File: src/rtl/psum_acc_mux.sv
// psum_acc_mux: receiving end of the MAC->MUX partial-sum interface.
// Round-robin arbitrates the MAC psum streams, accumulates accepted psums
// into a flop-based row buffer with signed saturation, and drains the
// finished row over a valid/ready stream.
module psum_acc_mux #(
   parameter int NUM_MAC         = 3,
   parameter int PSUM_WIDTH      = 24,
   parameter int PSUM_ADDR_WIDTH = 5,
   parameter int ROW_DEPTH       = 16
) (
   input  logic                               clk,
   input  logic                               rst_n,
   input  logic [NUM_MAC-1:0]                 MACMUX_Val,
   input  logic [NUM_MAC*PSUM_ADDR_WIDTH-1:0] MACMUX_Addr,
   input  logic [NUM_MAC*PSUM_WIDTH-1:0]      MACMUX_Psum,
   output logic [NUM_MAC-1:0]                 MACMUX_Rdy,
   input  logic                               ARBACC_Clr,
   input  logic                               ARBACC_Drain,
   output logic                               ACCOUT_Val,
   output logic [PSUM_ADDR_WIDTH-1:0]         ACCOUT_Addr,
   output logic [PSUM_WIDTH-1:0]              ACCOUT_Psum,
   input  logic                               ACCOUT_Rdy,
   output logic                               ACCARB_Busy,
   output logic                               ACCARB_DrainDone
);

   localparam int PW    = PSUM_WIDTH;
   localparam int AW    = PSUM_ADDR_WIDTH;
   localparam int IDX_W = (ROW_DEPTH > 1) ? $clog2(ROW_DEPTH) : 1;
   localparam int PTR_W = (NUM_MAC > 1) ? $clog2(NUM_MAC) : 1;

   localparam logic [AW:0]       DEPTH_W   = (AW+1)'(ROW_DEPTH);
   localparam logic [IDX_W-1:0]  LAST_IDX  = IDX_W'(ROW_DEPTH - 1);
   localparam logic [PTR_W-1:0]  LAST_MAC  = PTR_W'(NUM_MAC - 1);
   localparam logic [PW-1:0]     SAT_MAX   = {1'b0, {(PW-1){1'b1}}};
   localparam logic [PW-1:0]     SAT_MIN   = {1'b1, {(PW-1){1'b0}}};

   typedef enum logic [1:0] {
      ST_IDLE  = 2'd0,
      ST_ACC   = 2'd1,
      ST_DRAIN = 2'd2
   } state_t;

   state_t            state_reg;
   logic [PTR_W-1:0]  rr_ptr_reg;
   logic [IDX_W-1:0]  dptr_reg;
   logic              drain_done_reg;

   logic [AW-1:0]     mac_addr [NUM_MAC];
   logic [PW-1:0]     mac_psum [NUM_MAC];
   logic [PW-1:0]     row_vals [ROW_DEPTH];

   logic              grant_vld;
   logic [PTR_W-1:0]  grant_idx;
   logic [PTR_W-1:0]  grant_next;
   logic              acc_fire;
   logic              acc_write;
   logic              drain_fire;
   logic              in_range;
   logic [AW-1:0]     acc_addr;
   logic [PW-1:0]     acc_psum;
   logic [IDX_W-1:0]  acc_idx;
   logic [PW-1:0]     acc_cur;
   logic [PW:0]       sum_wide;
   logic [PW-1:0]     sat_sum;

   // Unpack the per-MAC address/psum lanes
   for (genvar gi = 0; gi < NUM_MAC; gi++) begin : g_unpack
      assign mac_addr[gi] = MACMUX_Addr[gi*AW +: AW];
      assign mac_psum[gi] = MACMUX_Psum[gi*PW +: PW];
   end

   // Round-robin grant: first requester at or after rr_ptr, wrapping
   always_comb begin
      int               cand_i;
      logic [PTR_W-1:0] cand;
      grant_vld = 1'b0;
      grant_idx = '0;
      cand_i    = 0;
      cand      = '0;
      for (int k = 0; k < NUM_MAC; k++) begin
         cand_i = int'(rr_ptr_reg) + k;
         if (cand_i >= NUM_MAC) begin
            cand_i = cand_i - NUM_MAC;
         end
         cand = PTR_W'(cand_i);
         if (!grant_vld && MACMUX_Val[cand]) begin
            grant_vld = 1'b1;
            grant_idx = cand;
         end
      end
   end

   assign grant_next = (grant_idx == LAST_MAC) ? '0 : grant_idx + 1'b1;
   assign acc_fire   = (state_reg == ST_ACC) && grant_vld;
   assign drain_fire = (state_reg == ST_DRAIN) && ACCOUT_Rdy;

   // Ready is only ever offered to the granted MAC, and only while accumulating
   always_comb begin
      MACMUX_Rdy = '0;
      if (acc_fire) begin
         MACMUX_Rdy[grant_idx] = 1'b1;
      end
   end

   // Granted operand, range check and saturating signed add
   assign acc_addr = mac_addr[grant_idx];
   assign acc_psum = mac_psum[grant_idx];
   assign acc_idx  = acc_addr[IDX_W-1:0];
   assign in_range = ~acc_addr[AW-1] && ({1'b0, acc_addr} < DEPTH_W);
   assign acc_cur  = row_vals[acc_idx];
   assign sum_wide = {acc_cur[PW-1], acc_cur} + {acc_psum[PW-1], acc_psum};
   assign sat_sum  = (sum_wide[PW] != sum_wide[PW-1]) ?
                     (sum_wide[PW] ? SAT_MIN : SAT_MAX) : sum_wide[PW-1:0];

   // Out-of-range psums complete the handshake but never touch the buffer;
   // a clear in the same cycle discards the transfer.
   assign acc_write = acc_fire && in_range && !ARBACC_Clr;

   // Row buffer: one register per entry, cleared by Clr or as it drains
   for (genvar gi = 0; gi < ROW_DEPTH; gi++) begin : g_row
      logic [PW-1:0] entry_reg;

      // Entry update: clear has priority, then accumulate, then drain-zero
      always_ff @(posedge clk or negedge rst_n) begin
         if (!rst_n) begin
            entry_reg <= '0;
         end else if (ARBACC_Clr) begin
            entry_reg <= '0;
         end else if (acc_write && (acc_idx == IDX_W'(gi))) begin
            entry_reg <= sat_sum;
         end else if (drain_fire && (dptr_reg == IDX_W'(gi))) begin
            entry_reg <= '0;
         end
      end

      assign row_vals[gi] = entry_reg;
   end

   // Control FSM: IDLE/ACC/DRAIN with round-robin pointer and drain pointer
   always_ff @(posedge clk or negedge rst_n) begin
      if (!rst_n) begin
         state_reg      <= ST_IDLE;
         rr_ptr_reg     <= '0;
         dptr_reg       <= '0;
         drain_done_reg <= 1'b0;
      end else begin
         drain_done_reg <= 1'b0;
         if (ARBACC_Clr) begin
            state_reg  <= ST_ACC;
            rr_ptr_reg <= '0;
            dptr_reg   <= '0;
         end else begin
            case (state_reg)
               ST_IDLE: begin
                  if (ARBACC_Drain) begin
                     state_reg <= ST_DRAIN;
                     dptr_reg  <= '0;
                  end
               end
               ST_ACC: begin
                  if (acc_fire) begin
                     rr_ptr_reg <= grant_next;
                  end
                  if (ARBACC_Drain) begin
                     state_reg <= ST_DRAIN;
                     dptr_reg  <= '0;
                  end
               end
               ST_DRAIN: begin
                  if (ACCOUT_Rdy) begin
                     if (dptr_reg == LAST_IDX) begin
                        dptr_reg       <= '0;
                        state_reg      <= ST_IDLE;
                        drain_done_reg <= 1'b1;
                     end else begin
                        dptr_reg <= dptr_reg + 1'b1;
                     end
                  end
               end
               default: begin
                  state_reg <= ST_IDLE;
               end
            endcase
         end
      end
   end

   assign ACCOUT_Val       = (state_reg == ST_DRAIN);
   assign ACCARB_Busy      = (state_reg == ST_DRAIN);
   assign ACCOUT_Addr      = AW'(dptr_reg);
   assign ACCOUT_Psum      = ACCOUT_Val ? row_vals[dptr_reg] : '0;
   assign ACCARB_DrainDone = drain_done_reg;

endmodule

File: config.mk
export PLATFORM = sky130hd
export DESIGN_NAME = psum_acc_mux
export DESIGN_NICKNAME = d
export VERILOG_FILES = /design/src/rtl/psum_acc_mux.sv
export SDC_FILE = /design/constraint.sdc
export NUM_CORES = 1
export LEC_CHECK = 0
export ABC_CLOCK_PERIOD_IN_PS = 11100
export CORE_MARGIN = 8
export CORE_UTILIZATION = 55
export DETAILED_ROUTE_END_ITERATION = 10
export PLACE_DENSITY_LB_ADDON = 0.12
export SYNTH_ARGS = -nofsm -noshare
export SYNTH_HDL_FRONTEND = slang
export SYNTH_SLANG_ARGS = --single-unit
File: constraint.sdc
create_clock -name clk -period 11.1 [get_ports clk]
set_clock_uncertainty 0.2 [all_clocks]
set_input_delay 1.665 -clock clk [delete_from_list [all_inputs] [get_ports clk]]
set_output_delay 1.665 -clock clk [all_outputs]
set_load 0.02 [all_outputs]
Word level (Yosys, flattened, before mapping)
Index checks and enable logic that the tools add are counted.

operators by class
  shift operators = 0
  muxes and demuxes = 99
  equality and inequality tests = 37
  $lt $le $gt $ge = 12
  div/mod/pow operators = 0
  $add $sub $neg = 8
  multiply operators = 0
  bitwise gates (word level) = 4
  reductions and logical operators = 69

operators by type and width
  kind                                                        number
  2-to-1 mux 24 bit                                           57
  binary-select mux 24 bit (select 4 bit)                     2
  equality test 4 bit, second input constant                  16
  nonzero test 3 bit                                          17
  binary-select mux 24 bit (select 2 bit)                     1
  logical AND 1 bit                                           40
  equality test 4 x 3 -> 1 bit, second input constant         8
  2-to-1 mux 2 bit                                            14
  adder 24 x 24 -> 25 bit                                     1
  equality test 4 x 2 -> 1 bit, second input constant         4
  2-to-1 mux 4 bit                                            4
  less-than comparator 2 x 3 -> 1 bit, second input constant  4
  2-to-1 mux 1 bit                                            11
  binary-select mux 5 bit (select 2 bit)                      1
  >= comparator 5 bit, second input constant                  2
  2-to-1 mux 5 bit                                            2
  NOT 4 -> 5 bit                                              2
  equality test 4 x 1 -> 1 bit, second input constant         2
  zero test 4 bit                                             2
  case mux 4 bit (2 select lines)                             1
  binary-select mux 1 bit (select 2 bit)                      3
  >= comparator 3 x 2 -> 1 bit, second input constant         2
  inequality test 3 x 2 -> 1 bit, second input constant       2
  AND reduction 3 bit                                         2
  other kinds (23)                                            29

word-level totals
  memory bits (writable) = 0
  output and inout bits = 35
  latch bits = 0
  bits in registers = 393
  ROM bits = 0
  memories = 0
  word-level logic and storage cells = 249

Logic depth before layout (Yosys ltp)
  depth in word-level cells = 24
  mapped depth = 31

Worst setup path before layout
No wires, ideal clock.

  kind = input-to-reg
  start = input MACMUX_Val[0]
  end = register g_row[14].entry_reg[11]
  setup time = 0.133 ns
  data required time = 10.767 ns
  arrival time = 6.811 ns
  buffers on the path = 4
  setup slack = 3.956 ns
  stages on the path = 24
  cells stage by stage = or3b_1 > buf_2 > nand2_4 > nor3b_1 > or4b_1 > mux2_2 > nor3_1 > clkbuf_1 > a221o_1 > nor3_2 > ha_1 > inv_1 > fa_1 > nor2b_1 > o31a_1 > o2111ai_1 > a21oi_1 > a221oi_2 > nor2b_1 > mux2_2 > clkbuf_1 > o21ai_0 > clkbuf_1 > o21ai_0

between the ends
  cells in the longest elaborated chain, start to end = 22
  elaborated cells between the ends (all ways) = 42
  classes of those cells = add/sub: 1; order compare: 1; eq/ne: 2; mux: 25; bitwise: 3; reduce/logical: 10

ends and longest elaborated chain
  what                                                               RTL line  RTL
  start: declaration                                                 13        input logic [NUM_MAC-1:0] MACMUX_Val,
  binary-select mux 1 bit (select 2 bit)                             87        if (!grant_vld && MACMUX_Val[cand]) begin
  2-to-1 mux 1 bit (not written as such)                             87
  2-to-1 mux 1 bit                                                   87
  zero test 1 bit                                                    87
  logical AND 1 bit                                                  87
  2-to-1 mux 1 bit                                                   87
  zero test 1 bit                                                    87
  logical AND 1 bit                                                  87
  (+5 left out)                                                      -
  NOT 4 -> 5 bit (not written as such)                               111       assign acc_cur = row_vals[acc_idx];
  binary-select mux 24 bit (select 4 bit)                            111
  2-to-1 mux 24 bit (not written as such) (2 in a row)               111
  adder 24 x 24 -> 25 bit                                            112       assign sum_wide = {acc_cur[PW-1], acc_cur} + {acc_psum[PW-1], acc_psum};
  2-to-1 mux 24 bit / inequality test 1 bit (equally long branches)  114, 113
  2-to-1 mux 24 bit                                                  113       assign sat_sum = (sum_wide[PW] != sum_wide[PW-1]) ?
  2-to-1 mux 24 bit                                                  130       end else if (acc_write && (acc_idx == IDX_W'(gi))) begin
  2-to-1 mux 24 bit                                                  128       end else if (ARBACC_Clr) begin
  end signal: assignment                                             131       entry_reg <= sat_sum;
  end: declaration                                                   122       logic [PW-1:0] entry_reg;

Parallel ways exist; a longest one is shown, timed or not. The select of a mux whose other input is x is not followed.
A chain may end at the register's enable or synchronous reset.

Final worst setup path
  start = input MACMUX_Val[1]
  end = register g_row[5].entry_reg[0]

between the ends
  cells in the longest elaborated chain, start to end = 22
  elaborated cells between the ends (all ways) = 42
  classes of those cells = add/sub: 1; order compare: 1; eq/ne: 2; mux: 25; bitwise: 3; reduce/logical: 10

ends and longest elaborated chain
  what                                                               RTL line
  binary-select mux 1 bit (select 2 bit)                             87
  2-to-1 mux 1 bit (not written as such)                             87
  2-to-1 mux 1 bit                                                   87
  zero test 1 bit                                                    87
  logical AND 1 bit                                                  87
  2-to-1 mux 1 bit                                                   87
  zero test 1 bit                                                    87
  logical AND 1 bit                                                  87
  (+5 left out)                                                      -
  NOT 4 -> 5 bit (not written as such)                               111
  binary-select mux 24 bit (select 4 bit)                            111
  2-to-1 mux 24 bit (not written as such) (2 in a row)               111
  adder 24 x 24 -> 25 bit                                            112
  2-to-1 mux 24 bit / inequality test 1 bit (equally long branches)  114, 113
  2-to-1 mux 24 bit                                                  113
  2-to-1 mux 24 bit                                                  130
  2-to-1 mux 24 bit                                                  128
  end signal: assignment                                             131
  end: declaration                                                   122

Parallel ways exist; a longest one is shown, timed or not. The select of a mux whose other input is x is not followed.

==> results.cfg <==
[clocking]
cts.sinks = 393
post_cts_buffers = 0
clkSlewWorstSetupHoldPaths_ns = 0.06
cts_tree = built
cts_inserted_buffers = 44
postCtsHoldBufs = 0
root_buffer = clkbuf_16
cts_resized = 0
insertion_delay_ns = 0.59
cts_max_level = 2
clockBufferDepth = 3

[hold_path]
hold_class = flop to flop
hp-start = g_row[10].entry_reg[11]$_DFFE_PN0P_
hold_path_depth = 2
hold_path_end = g_row[10].entry_reg[11]$_DFFE_PN0P_

[setup_path]
cp_common_cell = nand2_1
cp_cell_sequence = clkdlybuf4s50_1, mux2i_4, o21ai_2, a221oi_2, or2_1, mux2_4, buf_4, nand2_1, nand2_1, o22ai_1, nor3_1, ha_1, nand2_1, nor2_1, a2111oi_2, a21oi_1, a221oi_2, nor2b_1, mux2_2, a21oi_1, o21ai_0
slowest_stage = a21oi_1
path_class = primary input to flop
worstPathMaxFanout = 72
rr_endpoint = g_row[5].entry_reg[0]$_DFFE_PN0P_
cpPeakStageDelay_ns = 0.94
cp.required_ns = 11.30
worstRegToRegCells = 22
regToRegStartpoint = rr_ptr_reg[0]$_DFFE_PN0P_
crit_arrival_ns = 9.26
cp-end-kind = flop
critical-path-top-delay-family = compound AO/OA/AOI/OAI gates
critPathBufInv = 2
reg2reg_slack_ns = 2.64
start_kind = primary input

[placed_design]
port_buffers = 128
dpl.hpwl_mm = 52.10
dp_cells = 3006
gp_congestion = 0.9868

[finish]
syn_to_final_growth_pct = 13.00
drive_gt1_frac = 0.1285
nets = 2641
postLayoutCoreUtil = 0.6321
fillers = 3494
finalNonFillerCells = 3085
largest_reg_flops = 384

[power]
power_mw = 7.973
p_per_area_nw_per_um2 = 300.0
peakVddDrop_mv = 0.3428
power_leakage_nw = 11.03

[status]
status = completed

[floorplanning]
die_y_um = 222.8
rows = 75
initial_core_util = 0.5594
pin_count = 130
core-area_um2 = 42040
die_w_um = 222.8
die_area_um2 = 49630

[route]
vias = 21847
via_per_inst = 7.082
drt_wl_total_mm = 87.71
drc_errors = 0
drtPass1Iterations = 8
final_antenna_net_count = 0
wl_per_cell_um = 28.43
drtIter0Drc = 3091

[grt]
grt-ovfl-total = 0
grt_pass1_vias = 21237
grt_pass1_wl_mm = 131.9
antenna_found_initial = 2
grt_max_degree = 94
grtUsageTotal = 0.3470

[sta]
worstMarginPinSlew_ns = 1.221
setup_tns_ns = 0
fmax_mhz = 110.3
drv_slew = 0
setup_viol_count_final = 0
post-route-min-period_ns = 9.063
finalCritPeriodShare = 0.8165
relSlewSlack = 0.1834
rsz0062_at_grt = false
hold_violations = 0

[run]
cap_violations = 0

[logic_synthesis]
netlist_area_um2 = 23520
yosysWarnings = 0
synth_commonest_cells = 410 x o21ai_0, 396 x nand3_1, 393 x dfrtp_1
yosysSeqAreaShare = 0.4182
synthArstFlopShare = 1.000
synth_largest_area_cell = dfrtp_1
syn_inst = 2508
synth-edff-count = 0
synth.distinct_cells = 79
synth.most_common_cell = o21ai_0
synth_nets = 2636
synth_flop_cell = dfrtp_1
synth_seq_cells = 393
syn_avg_cell_area_um2 = 9.377
yosysTopAreaCellShare = 0.4182
synth_area_leaders = dfrtp_1 42%, mux4_2 11%, o21ai_0 8.7%
## power by group
| group | total, mW | switching [mW] | internal [mW] |
|---|---|---|---|
| Combinational | 4.86 | 3.47 | 1.39 |
| Clock | 1.47 | 0.622 | 0.850 |
| Sequential | 1.64 | 0.0921 | 1.54 |
## logic make-up (layout without fill, tap and decap cells)
logic type	Yosys count	count (layout)	synth area share
AOI/OAI and AO/OA	704	704	0.1735
xor gates and xnor gates	18	18	0.006704
adders and majority gates	33	33	0.01788
buffers and inverters	273	309	0.04895
DFF	393	393	0.4182
muxes	222	222	0.1591
other	1	3	0.0001595
and+or+nand+nor	864	864	0.1755
## cell type report
cell class	count	area (um^2)	area share
multi-input cells	1842	12640	0.4756
flip-flops and latches	393	9843	0.3704
repair buffers	211	1922	0.07232
clock buffers	65	1291	0.04859
well taps	539	674.4	0.02538
clock inverters	12	122.6	0.004614
inverters	21	78.83	0.002966
diodes	2	5.005	0.0001883
## metrics by stage
stage	cell area, um^2	hold slack [ns]	setup WS [ns]
2_1_floorplan	23520	0.2853	3.956
3_3_place_gp	25160	0.2980	1.835
3_5_place_dp	25160	0.3104	1.729
4_1_cts	26570	0.3243	2.307
5_1_grt	26570	0.3423	1.736
6_report	26580	0.3218	2.037
## routing by layer
metal | GRT usage | wire [um] | part of all wire
met3 | 0.09128 | 11330 | 0.13
met2 | 0.5151 | 37820 | 0.43
met1 | 0.4562 | 32880 | 0.37
met5 | 0 | 11 | 0.00013
met4 | 0.2016 | 5667 | 0.065
## worst min-delay path, stage by stage (launching register included)
cell and delay (ns):
dfrtp_1 0.35, nand3_1 0.07, o21ai_0 0.07
## worst max-delay path by stage
stage	from	end	slack (ns)	cells past startpoint
after floorplan	MACMUX_Val[0]	g_row[14].entry_reg[11]$_DFFE_PN0P_	3.96	24
after global placement	MACMUX_Val[1]	g_row[6].entry_reg[8]$_DFFE_PN0P_	1.83	23
after detailed placement	MACMUX_Val[1]	g_row[1].entry_reg[8]$_DFFE_PN0P_	1.73	23
after CTS	MACMUX_Val[1]	g_row[1].entry_reg[8]$_DFFE_PN0P_	2.31	23
after global routing	MACMUX_Val[1]	g_row[1].entry_reg[0]$_DFFE_PN0P_	1.74	21
final	MACMUX_Val[1]	g_row[5].entry_reg[0]$_DFFE_PN0P_	2.04	21
## cell usage in the layout (no fill, tap or decap), types with 6 or more instances in the layout
cell and instances:
clkdlybuf4s50_1 127, nor2_1 122, a221o_1 24, clkbuf_1 11, buf_4 82, nor3_1 21, a21o_1 11, mux2i_1 97
clkinv_2 6, and2_1 26, nand2_1 219, inv_1 21, o21ai_1 36, a21oi_1 87, mux4_2 120, a21oi_2 18
and3_1 6, nand4_1 18, clkbuf_8 9, ha_1 32, nor3_2 11, dfrtp_1 390, a32o_1 24, o22ai_1 28
a31oi_1 6, a22oi_1 26, clkbuf_16 45, nor2b_1 11, xnor2_1 13, nand3_1 396, o21ai_0 408
Power figures use the tool's default switching activity.
